<file path="config.mk">
export PLATFORM = sky130hd
export DESIGN_NAME = vga_timing_gen_flat
export DESIGN_NICKNAME = d
export VERILOG_FILES = /design/src/rtl/vga_timing_gen_if.sv /design/src/rtl/vga_timing_gen.sv /design/src/flat_wrapper.sv
export SDC_FILE = /design/constraint.sdc
export NUM_CORES = 1
export LEC_CHECK = 0
export CAP_MARGIN = 40
export CORE_ASPECT_RATIO = 1.2
export CORE_MARGIN = 3
export CORE_UTILIZATION = 40
export CTS_BUF_LIST = sky130_fd_sc_hd__clkbuf_4
export DETAILED_ROUTE_END_ITERATION = 6
export GPL_ROUTABILITY_DRIVEN = 0
export PLACE_DENSITY_LB_ADDON = 0.25
export SYNTH_ARGS = -nofsm -noshare
export SYNTH_HDL_FRONTEND = slang
export SYNTH_SLANG_ARGS = --single-unit
export TNS_END_PERCENT = 10
</file>
<file path="constraint.sdc">
create_clock -name i_clk -period 4.9 [get_ports i_clk]
set_input_delay 0.735 -clock i_clk [delete_from_list [all_inputs] [get_ports i_clk]]
set_output_delay 0.735 -clock i_clk [all_outputs]
set_load 0.05 [all_outputs]
</file>
<file path="src/rtl/vga_timing_gen_if.sv">
// vga_timing_gen_if
// Bundles the run request and all raster outputs of the timing generator.
//   i_run         : scan request level, driven by the consumer
//   o_pix_ce      : one-clock pixel enable; other outputs are new on this cycle
//   o_hsync/vsync : syncs at the configured polarity
//   o_drawing     : inside the active area
//   o_vblank      : vertical position at or past the active lines
//   o_x/y_pixel   : active-area coordinates, 0 outside the active area
//   o_line_start  : pixel enable at h=0
//   o_frame_start : pixel enable at (0,0)
//   o_busy        : generator is not idle
// Modports: master = timing generator, slave = pixel pipeline / controller.
interface vga_timing_gen_if #(
  parameter int CW = 12
);
  logic          i_run;
  logic          o_pix_ce;
  logic          o_hsync;
  logic          o_vsync;
  logic          o_drawing;
  logic          o_vblank;
  logic [CW-1:0] o_x_pixel;
  logic [CW-1:0] o_y_pixel;
  logic          o_line_start;
  logic          o_frame_start;
  logic          o_busy;

  modport master (
    input  i_run,
    output o_pix_ce, o_hsync, o_vsync, o_drawing, o_vblank,
    output o_x_pixel, o_y_pixel, o_line_start, o_frame_start, o_busy
  );

  modport slave (
    output i_run,
    input  o_pix_ce, o_hsync, o_vsync, o_drawing, o_vblank,
    input  o_x_pixel, o_y_pixel, o_line_start, o_frame_start, o_busy
  );
endinterface

</file>
<file path="src/rtl/vga_timing_gen.sv">
// vga_timing_gen
// Raster timing generator. Divides i_clk down to a pixel enable, walks the
// horizontal/vertical counters through active, front porch, sync and back
// porch, and presents registered sync, blanking, coordinate and strobe
// outputs. Scanning starts at (0,0) when i_run is seen high while idle, and
// a stop request only takes effect at the end of a frame.
// Ports:
//   i_clk   : system clock
//   i_reset : asynchronous active-high reset
//   vid     : vga_timing_gen_if master modport (i_run in, raster outputs out)
module vga_timing_gen #(
  parameter int CLK_DIV   = 2,
  parameter int CW        = 12,
  parameter int H_ACTIVE  = 640,
  parameter int H_FP      = 16,
  parameter int H_SYNC    = 96,
  parameter int H_BP      = 48,
  parameter int V_ACTIVE  = 480,
  parameter int V_FP      = 10,
  parameter int V_SYNC    = 2,
  parameter int V_BP      = 33,
  parameter bit HSYNC_POL = 1'b0,
  parameter bit VSYNC_POL = 1'b0
) (
  input  logic             i_clk,
  input  logic             i_reset,
  vga_timing_gen_if.master vid
);

  localparam int H_TOTAL = H_ACTIVE + H_FP + H_SYNC + H_BP;
  localparam int V_TOTAL = V_ACTIVE + V_FP + V_SYNC + V_BP;
  localparam int DW      = (CLK_DIV > 1) ? $clog2(CLK_DIV) : 1;

  localparam logic [DW-1:0] D_LAST   = DW'(CLK_DIV - 1);
  localparam logic [CW-1:0] H_LAST   = CW'(H_TOTAL - 1);
  localparam logic [CW-1:0] V_LAST   = CW'(V_TOTAL - 1);
  localparam logic [CW-1:0] H_ACT    = CW'(H_ACTIVE);
  localparam logic [CW-1:0] V_ACT    = CW'(V_ACTIVE);
  localparam logic [CW-1:0] HS_START = CW'(H_ACTIVE + H_FP);
  localparam logic [CW-1:0] HS_END   = CW'(H_ACTIVE + H_FP + H_SYNC);
  localparam logic [CW-1:0] VS_START = CW'(V_ACTIVE + V_FP);
  localparam logic [CW-1:0] VS_END   = CW'(V_ACTIVE + V_FP + V_SYNC);

  typedef enum logic [1:0] {
    IDLE,
    RUN,
    STOPPING
  } state_t;

  state_t        state_q, state_d;
  logic [CW-1:0] h_q, h_d;
  logic [CW-1:0] v_q, v_d;
  logic [DW-1:0] d_q, d_d;

  logic          pix_ce_q, pix_ce_d;
  logic          hsync_q, hsync_d;
  logic          vsync_q, vsync_d;
  logic          drawing_q, drawing_d;
  logic          vblank_q, vblank_d;
  logic [CW-1:0] x_q, x_d;
  logic [CW-1:0] y_q, y_d;
  logic          line_start_q, line_start_d;
  logic          frame_start_q, frame_start_d;
  logic          busy_q, busy_d;

  logic          tick;
  logic          load_pos;
  logic          go_idle;
  logic [CW-1:0] h_nx, v_nx;
  logic          in_active;

  // Next-state and output decode. The position that will be held after this
  // edge (h_nx, v_nx) is decoded here so the registered outputs line up with
  // the counters on the same edge that raises o_pix_ce. Between ticks every
  // level output simply holds; the strobes default low.
  always_comb begin
    state_d       = state_q;
    h_d           = h_q;
    v_d           = v_q;
    d_d           = d_q;
    pix_ce_d      = 1'b0;
    line_start_d  = 1'b0;
    frame_start_d = 1'b0;
    hsync_d       = hsync_q;
    vsync_d       = vsync_q;
    drawing_d     = drawing_q;
    vblank_d      = vblank_q;
    x_d           = x_q;
    y_d           = y_q;
    load_pos      = 1'b0;
    go_idle       = 1'b0;
    h_nx          = h_q;
    v_nx          = v_q;
    in_active     = 1'b0;
    tick          = (d_q == D_LAST);

    case (state_q)
      IDLE: begin
        if (vid.i_run) begin
          state_d  = RUN;
          h_nx     = '0;
          v_nx     = '0;
          d_d      = '0;
          load_pos = 1'b1;
        end else begin
          go_idle = 1'b1;
        end
      end

      RUN, STOPPING: begin
        if (state_q == RUN && !vid.i_run) begin
          state_d = STOPPING;
        end else if (state_q == STOPPING && vid.i_run) begin
          state_d = RUN;
        end

        if (tick) begin
          d_d = '0;
          // A pending stop that is still pending on the last pixel of the
          // frame replaces the wrap with a return to idle.
          if (state_q == STOPPING && !vid.i_run &&
              h_q == H_LAST && v_q == V_LAST) begin
            state_d = IDLE;
            go_idle = 1'b1;
          end else begin
            load_pos = 1'b1;
            if (h_q == H_LAST) begin
              h_nx = '0;
              v_nx = (v_q == V_LAST) ? '0 : v_q + 1'b1;
            end else begin
              h_nx = h_q + 1'b1;
            end
          end
        end else begin
          d_d = d_q + 1'b1;
        end
      end

      default: begin
        state_d = IDLE;
        go_idle = 1'b1;
      end
    endcase

    if (load_pos) begin
      in_active     = (h_nx < H_ACT) && (v_nx < V_ACT);
      h_d           = h_nx;
      v_d           = v_nx;
      pix_ce_d      = 1'b1;
      line_start_d  = (h_nx == '0);
      frame_start_d = (h_nx == '0) && (v_nx == '0);
      drawing_d     = in_active;
      vblank_d      = (v_nx >= V_ACT);
      x_d           = in_active ? h_nx : '0;
      y_d           = in_active ? v_nx : '0;
      hsync_d       = ((h_nx >= HS_START) && (h_nx < HS_END)) ? HSYNC_POL : ~HSYNC_POL;
      vsync_d       = ((v_nx >= VS_START) && (v_nx < VS_END)) ? VSYNC_POL : ~VSYNC_POL;
    end else if (go_idle) begin
      h_d       = '0;
      v_d       = '0;
      d_d       = '0;
      drawing_d = 1'b0;
      vblank_d  = 1'b0;
      x_d       = '0;
      y_d       = '0;
      hsync_d   = ~HSYNC_POL;
      vsync_d   = ~VSYNC_POL;
    end

    busy_d = (state_d != IDLE);
  end

  // State, counters and registered outputs. Reset drops everything to the
  // idle values immediately, independent of the clock.
  always_ff @(posedge i_clk or posedge i_reset) begin
    if (i_reset) begin
      state_q       <= IDLE;
      h_q           <= '0;
      v_q           <= '0;
      d_q           <= '0;
      pix_ce_q      <= 1'b0;
      hsync_q       <= ~HSYNC_POL;
      vsync_q       <= ~VSYNC_POL;
      drawing_q     <= 1'b0;
      vblank_q      <= 1'b0;
      x_q           <= '0;
      y_q           <= '0;
      line_start_q  <= 1'b0;
      frame_start_q <= 1'b0;
      busy_q        <= 1'b0;
    end else begin
      state_q       <= state_d;
      h_q           <= h_d;
      v_q           <= v_d;
      d_q           <= d_d;
      pix_ce_q      <= pix_ce_d;
      hsync_q       <= hsync_d;
      vsync_q       <= vsync_d;
      drawing_q     <= drawing_d;
      vblank_q      <= vblank_d;
      x_q           <= x_d;
      y_q           <= y_d;
      line_start_q  <= line_start_d;
      frame_start_q <= frame_start_d;
      busy_q        <= busy_d;
    end
  end

  assign vid.o_pix_ce      = pix_ce_q;
  assign vid.o_hsync       = hsync_q;
  assign vid.o_vsync       = vsync_q;
  assign vid.o_drawing     = drawing_q;
  assign vid.o_vblank      = vblank_q;
  assign vid.o_x_pixel     = x_q;
  assign vid.o_y_pixel     = y_q;
  assign vid.o_line_start  = line_start_q;
  assign vid.o_frame_start = frame_start_q;
  assign vid.o_busy        = busy_q;

endmodule

</file>
<file path="src/flat_wrapper.sv">
// flat-port wrapper written by rule: the top's interface ports become plain ports
module vga_timing_gen_flat 
#(
  parameter int CLK_DIV   = 2,
  parameter int CW        = 12,
  parameter int H_ACTIVE  = 640,
  parameter int H_FP      = 16,
  parameter int H_SYNC    = 96,
  parameter int H_BP      = 48,
  parameter int V_ACTIVE  = 480,
  parameter int V_FP      = 10,
  parameter int V_SYNC    = 2,
  parameter int V_BP      = 33,
  parameter bit HSYNC_POL = 1'b0,
  parameter bit VSYNC_POL = 1'b0
)
  (i_clk, i_reset, vid_i_run, vid_o_pix_ce, vid_o_hsync, vid_o_vsync, vid_o_drawing, vid_o_vblank, vid_o_x_pixel, vid_o_y_pixel, vid_o_line_start, vid_o_frame_start, vid_o_busy);
  vga_timing_gen_if #(.CW(CW)) vid_i ();
  input  logic i_clk;
  input  logic i_reset;
  input wire logic [$bits(vid_i.i_run)-1:0] vid_i_run;
  output wire logic [$bits(vid_i.o_pix_ce)-1:0] vid_o_pix_ce;
  output wire logic [$bits(vid_i.o_hsync)-1:0] vid_o_hsync;
  output wire logic [$bits(vid_i.o_vsync)-1:0] vid_o_vsync;
  output wire logic [$bits(vid_i.o_drawing)-1:0] vid_o_drawing;
  output wire logic [$bits(vid_i.o_vblank)-1:0] vid_o_vblank;
  output wire logic [$bits(vid_i.o_x_pixel)-1:0] vid_o_x_pixel;
  output wire logic [$bits(vid_i.o_y_pixel)-1:0] vid_o_y_pixel;
  output wire logic [$bits(vid_i.o_line_start)-1:0] vid_o_line_start;
  output wire logic [$bits(vid_i.o_frame_start)-1:0] vid_o_frame_start;
  output wire logic [$bits(vid_i.o_busy)-1:0] vid_o_busy;
  assign vid_i.i_run = vid_i_run;
  assign vid_o_pix_ce = vid_i.o_pix_ce;
  assign vid_o_hsync = vid_i.o_hsync;
  assign vid_o_vsync = vid_i.o_vsync;
  assign vid_o_drawing = vid_i.o_drawing;
  assign vid_o_vblank = vid_i.o_vblank;
  assign vid_o_x_pixel = vid_i.o_x_pixel;
  assign vid_o_y_pixel = vid_i.o_y_pixel;
  assign vid_o_line_start = vid_i.o_line_start;
  assign vid_o_frame_start = vid_i.o_frame_start;
  assign vid_o_busy = vid_i.o_busy;
  vga_timing_gen #(.CLK_DIV(CLK_DIV), .CW(CW), .H_ACTIVE(H_ACTIVE), .H_FP(H_FP), .H_SYNC(H_SYNC), .H_BP(H_BP), .V_ACTIVE(V_ACTIVE), .V_FP(V_FP), .V_SYNC(V_SYNC), .V_BP(V_BP), .HSYNC_POL(HSYNC_POL), .VSYNC_POL(VSYNC_POL)) u_core (.i_clk(i_clk), .i_reset(i_reset), .vid(vid_i));
endmodule
</file>
### Word level (Yosys, flattened, before mapping)

Cells that the tools add are included.

* bits in registers: 59
* bits of input ports: 3
* logic and storage cells: 92

* add/sub/neg operators: 3
* magnitude comparators: 7
* eq/ne operators: 4
* multiplexer cells: 48
* reductions and logical operators: 16

Operators with widths (number)
* $mux 12: 16
* $pmux 12 s2: 2
* $add 12x1->12 const B: 2
* $eq 12x10->1 const B: 2
* $ge 12x9->1 const B: 2
* $logic_not 12->1: 2
* $lt 12x10->1 const B: 2
* $lt 12x9->1 const B: 2
* $mux 1: 21
* $ge 12x10->1 const B: 1
* $mux 2: 5
* $logic_and 1x1->1: 9
* $pmux 1 s2: 3
* $pmux 2 s2: 1
* $reduce_bool 2->1: 2
* $eq 2x1->1 const B: 1
* $eq 2x2->1 const B: 1
* $logic_not 2->1: 1
* $reduce_or 2->1: 1
* $add 1x1->1 const B: 1
* $logic_not 1->1: 1

### Depth between registers and ports, before layout

* depth after elaboration: 11
* depth in mapped cells: 12
* gate-level depth less buffers: 10

### Least setup slack after synthesis

OpenSTA, ideal clock, no wires.

* path kind: register to register
* start: register u_core.v_q[0]
* end: register u_core.x_q[4] (netlist: u_core.vid.o_x_pixel[4])
* setup time: 0.134 ns
* data arrival time: 2.837 ns
* required time: 4.766 ns
* setup slack: 1.928 ns
* cell stages (with the launch flop): 12
* period minus slack after synthesis: 2.972 ns
* cell sequence: dfrtp_1 > inv_1 > ha_1 > or4b_1 > buf_2 > or4_1 > buf_2 > a2111o_1 > a31o_1 > nand4_2 > buf_6 > o21ai_1

* longest elaborated chain between the ends: 10

Ends and longest elaborated chain
* start, declared: RTL line vga_timing_gen.sv:52 `logic [CW-1:0] v_q, v_d;`
* start signal, assigned: RTL line vga_timing_gen.sv:194 `v_q <= v_d;`
* $add 12x1->12 or $eq 12x10->1 (tied branches): RTL line vga_timing_gen.sv:129, vga_timing_gen.sv:122
* $mux 12: RTL line vga_timing_gen.sv:129 `v_nx = (v_q == V_LAST) ? '0 : v_q + 1'b1;`
* $mux 12: RTL line vga_timing_gen.sv:127 `if (h_q == H_LAST) begin`
* $mux 12: RTL line vga_timing_gen.sv:121 `if (state_q == STOPPING && !vid.i_run &&`
* $mux 12: RTL line vga_timing_gen.sv:117 `if (tick) begin`
* $pmux 12 s2: RTL line vga_timing_gen.sv:97 `case (state_q)`
* $lt 12x9->1: RTL line vga_timing_gen.sv:146 `in_active = (h_nx < H_ACT) && (v_nx < V_ACT);`
* $logic_and 1x1->1: RTL line vga_timing_gen.sv:146
* $mux 12: RTL line vga_timing_gen.sv:154 `x_d = in_active ? h_nx : '0;`
* $mux 12: RTL line vga_timing_gen.sv:145 `if (load_pos) begin`
* end signal, assigned: RTL line vga_timing_gen.sv:186 `x_q <= '0;`
* end signal, assigned: RTL line vga_timing_gen.sv:201 `x_q <= x_d;`
* end, declared: RTL line vga_timing_gen.sv:60 `logic [CW-1:0] x_q, x_d;`

Parallel ways exist; a longest one is shown, timed or not.
A chain may end at the register's enable or synchronous reset.

### Worst setup path after layout

* start: register u_core.state_q[0]
* end: register u_core.frame_start_q (netlist: u_core.vid.o_frame_start)

* longest elaborated chain between the ends: 10

Ends and longest elaborated chain
* start, declared: RTL line vga_timing_gen.sv:50 `state_t state_q, state_d;`
* start signal, assigned: RTL line vga_timing_gen.sv:192 `state_q <= state_d;`
* $eq 2x2->1: RTL line vga_timing_gen.sv:97, vga_timing_gen.sv:121
* $logic_and 1x1->1 (2 in a row): RTL line vga_timing_gen.sv:121
* $logic_and 1x1->1: RTL line vga_timing_gen.sv:122 `h_q == H_LAST && v_q == V_LAST) begin`
* $mux 12: RTL line vga_timing_gen.sv:121
* $mux 12: RTL line vga_timing_gen.sv:117
* $pmux 12 s2: RTL line vga_timing_gen.sv:97
* $logic_not 12->1: RTL line vga_timing_gen.sv:151 `frame_start_d = (h_nx == '0) && (v_nx == '0);`
* $logic_and 1x1->1: RTL line vga_timing_gen.sv:151
* $mux 1 *: RTL line vga_timing_gen.sv:145
* net u_core.frame_start_d: RTL line vga_timing_gen.sv:63 `logic frame_start_q, frame_start_d;`
* end signal, assigned: RTL line vga_timing_gen.sv:204 `frame_start_q <= frame_start_d;`
* end, declared: RTL line vga_timing_gen.sv:63

Mark *: on every way through the listed nets, which the timed path passes. The rest lies on a longest branch.

==> results.sh <==
export IMPL_grt_max_degree=60
export IMPL_io_pins=35
export IMPL_setup_ws_ns=1.17
export IMPL_layout_drive_gt1_share_pct=7.31
export IMPL_crit_end="u_core.vid.o_frame_start"
export IMPL_wl_per_cell_um=17.4
export IMPL_crit_start="u_core.state_q[0]"
export IMPL_io_buffers=34
export IMPL_cp_arrival_ns=4.08
export IMPL_async_flop_share_pct=100
export IMPL_status="finished clean"
export IMPL_synthSimpleGateAreaFrac_pct=27.4
export IMPL_synth_ff_type="dfrtp_1"
export IMPL_place_worst_setup_slack_ns=1.26
export IMPL_ff2ff_path_depth=9
export IMPL_critPathKind="reg2reg"
export IMPL_nets=444
export IMPL_rr_endpoint="u_core.vid.o_frame_start"
export IMPL_seq_area_frac_synth_pct=42.2
export IMPL_netlist_instances=408
export IMPL_hold_depth=1
export IMPL_grt_pass1_vias=3207
export IMPL_synth_area_mm2=0.00351
export IMPL_fillers=839
export IMPL_routed_wl_mm=9.59
export IMPL_setup_viol=0
export IMPL_chipWidth_um=91.5
export IMPL_synth_edff_count=0
export IMPL_synth_seq_cells=59
export IMPL_htree_num_levels=3
export IMPL_yosysTopAreaCell="dfrtp_1"
export IMPL_chipHeight_um=109
export IMPL_clk_path_buf_depth=2
export IMPL_first_iter_violations=266
export IMPL_dp_final_hpwl_mm=6.83
export IMPL_finalHoldViolCount=0
export IMPL_worstPathMaxFanout=15
export IMPL_maxSlewHeadroom_pct=48.8
export IMPL_p_leak_uw=0.00162
export IMPL_slowest_stage="nor4_1"
export IMPL_post_synth_top_count_cell="nand2_1"
export IMPL_root_buffer="clkbuf_4"
export IMPL_yosys_warnings=0
export IMPL_start_util_pct=42.1
export IMPL_clkSinkCount=59
export IMPL_cts_tree="done"
export IMPL_synth_fa_ha_area_share_pct=2.50
export IMPL_slowest_delay_ns=0.61
export IMPL_cts_made_buffers=9
export IMPL_synth_commonest_cells="nand2_1, dfrtp_1, o21ai_0"
export IMPL_grt_overflow=0
export IMPL_drc=0
export IMPL_rows=36
export IMPL_cp_end_kind="register"
export IMPL_clock_fmax_mhz=268
export IMPL_synth_compound_area_share_pct=22.4
export IMPL_grt_usage_pct=20.4
export IMPL_cp_num_buf_inv=1
export IMPL_period_share_pct=76.1
export IMPL_clk_latency_ns=0.42
export IMPL_r2r_start="u_core.state_q[0]"
export IMPL_tightest_slew_ns=0.767
export IMPL_antenna_found_initial=0
export IMPL_ant_nets=0
export IMPL_crit_family="simple AND/OR/NAND/NOR gates"
export IMPL_rsz0062_at_grt="false"
export IMPL_avgSynthCellArea_um2=8.59
export IMPL_die_area_mm2=0.00993
export IMPL_dr_total_vias=3342
export IMPL_core_mm2=0.00833
export IMPL_fin_util_pct=48.7
export IMPL_synth_fp_nets=418
export IMPL_area_growth_syn_to_layout_pct=15.8
export IMPL_min_path_type="reg2reg"
export IMPL_cp_start_kind="register"
export IMPL_post_route_min_period_ns=3.73
export IMPL_path_depth=9
export IMPL_cap_violations=0
export IMPL_r2r_slack_ns=1.17
export IMPL_peakVddDrop_mv=0.226
export IMPL_drv_slew=0
export IMPL_setup_tns_final_ns=0
export IMPL_firstDrtPassIters=5
export IMPL_detail_route_vias_per_cell=6.05
export IMPL_grt_pass1_wl_mm=16.2
export IMPL_clkTransAtPathRegs_ns=0.09
export IMPL_synth_top_area_share_pct=40.7
export IMPL_synth_area_leaders="dfrtp_1, nand2_1, o21ai_0"
export IMPL_path_cells="inv_1 -> ha_1 -> nand2b_1 -> o211ai_1 -> a41o_1 -> a21oi_1 -> nand4_1 -> nor4_1 -> and4_1"
export IMPL_hold_buffers=0
export IMPL_crit_required_ns=5.25
export IMPL_synth_xor_area_share_pct=0
export IMPL_synth_top_family_by_area="simple AND/OR/NAND/NOR gates"
export IMPL_fin_worst_skew_ns=0.00968
export IMPL_post_cts_resized=0
export IMPL_postCtsSetupRepairBufs=0
export IMPL_synth_cell_types=64
export IMPL_n_antenna_cell=0
export IMPL_powerDensity_mw_per_mm2=427
export IMPL_synth_area_mux_share_pct=0.642
-- worst reg2reg max path, cell delays in order, from the launching register on --
cell	delay (ns)
dfrtp_1	0.41
inv_1	0.10
ha_1	0.52
nand2b_1	0.57
o211ai_1	0.34
a41o_1	0.34
a21oi_1	0.32
nand4_1	0.17
nor4_1	0.61
and4_1	0.29
-- routing by layer --
layer / GRT usage (%) / wire length [um] / up-vias
met3: 3.48 / 414 / 37
met1: 25.5 / 4230 / 1621
met2: 33.9 / 4570 / 114
met4: 10.8 / 377 / 0
met5: 0 / 0 / -
li1: - / - / 1570
-- sequential cells by signal, summed over array words and instances, names as in the netlist, 2 cells and up --
name                  count
u_core.vid.o_y_pixel     12
u_core.h_q               12
u_core.vid.o_x_pixel     12
u_core.state_q            2
u_core.v_q               12
-- metrics by stage --
stage	power, uW	hold slack [ns]	instances	cell area, um2
floorplan	1140	0.499	408	3510
global placement	1380	0.461	536	3920
detailed placement	1410	0.470	537	3940
CTS	1740	0.492	552	4060
global route	1850	0.504	552	4060
finish	1730	0.484	552	4060
-- report_power, final --
part / internal, uW / switching (uW)
registers: 529 / 39.3
logic: 229 / 607
clock network: 148 / 180
total: 906 / 827
-- worst min-delay path by stage --
stage	startpoint	end	slack, ns
2_1_floorplan	u_core.v_q[7]	u_core.v_q[7]	0.50
3_3_place_gp	u_core.vid.o_vblank	u_core.vid.o_vblank	0.46
3_5_place_dp	u_core.vid.o_vblank	u_core.vid.o_vblank	0.47
4_1_cts	u_core.vid.o_vblank	u_core.vid.o_vblank	0.49
5_1_grt	u_core.vid.o_vblank	u_core.vid.o_vblank	0.50
6_report	u_core.vid.o_vblank	u_core.vid.o_vblank	0.48
-- final cells by class --
class                      count  area [um2]  area share (%)
clock buffer                   9        67.6            1.66
tap                          114         143            3.51
inverter                      16        60.1            1.48
sequential                    59        1480            36.4
multi-input combinational    309        1870            46.0
clock inverter                 6        57.6            1.42
timing repair buffer          39         385            9.49
-- layout by cell type (no fill, tap or decap), types with 7 or more instances in the layout --
cell type        instances
nand2_1                 60
dfrtp_1                 57
o21ai_0                 40
clkdlybuf4s50_1         34
nand3_1                 22
nor2_1                  22
inv_1                   14
and2_1                  12
a21oi_1                 11
a31oi_1                 11
o21ai_1                  9
clkbuf_4                 9
a22o_1                   7
nand4_1                  7
ha_1                     7
-- cell families after synthesis --
kind of cell | after synthesis
multiplexers | 2
buffers and inverters | 40
AO/OA/AOI/OAI | 119
AND/OR/NAND/NOR | 181
adder cells (fa/ha/maj) | 7
flip-flops | 59
(Power assumes the default switching activity.)
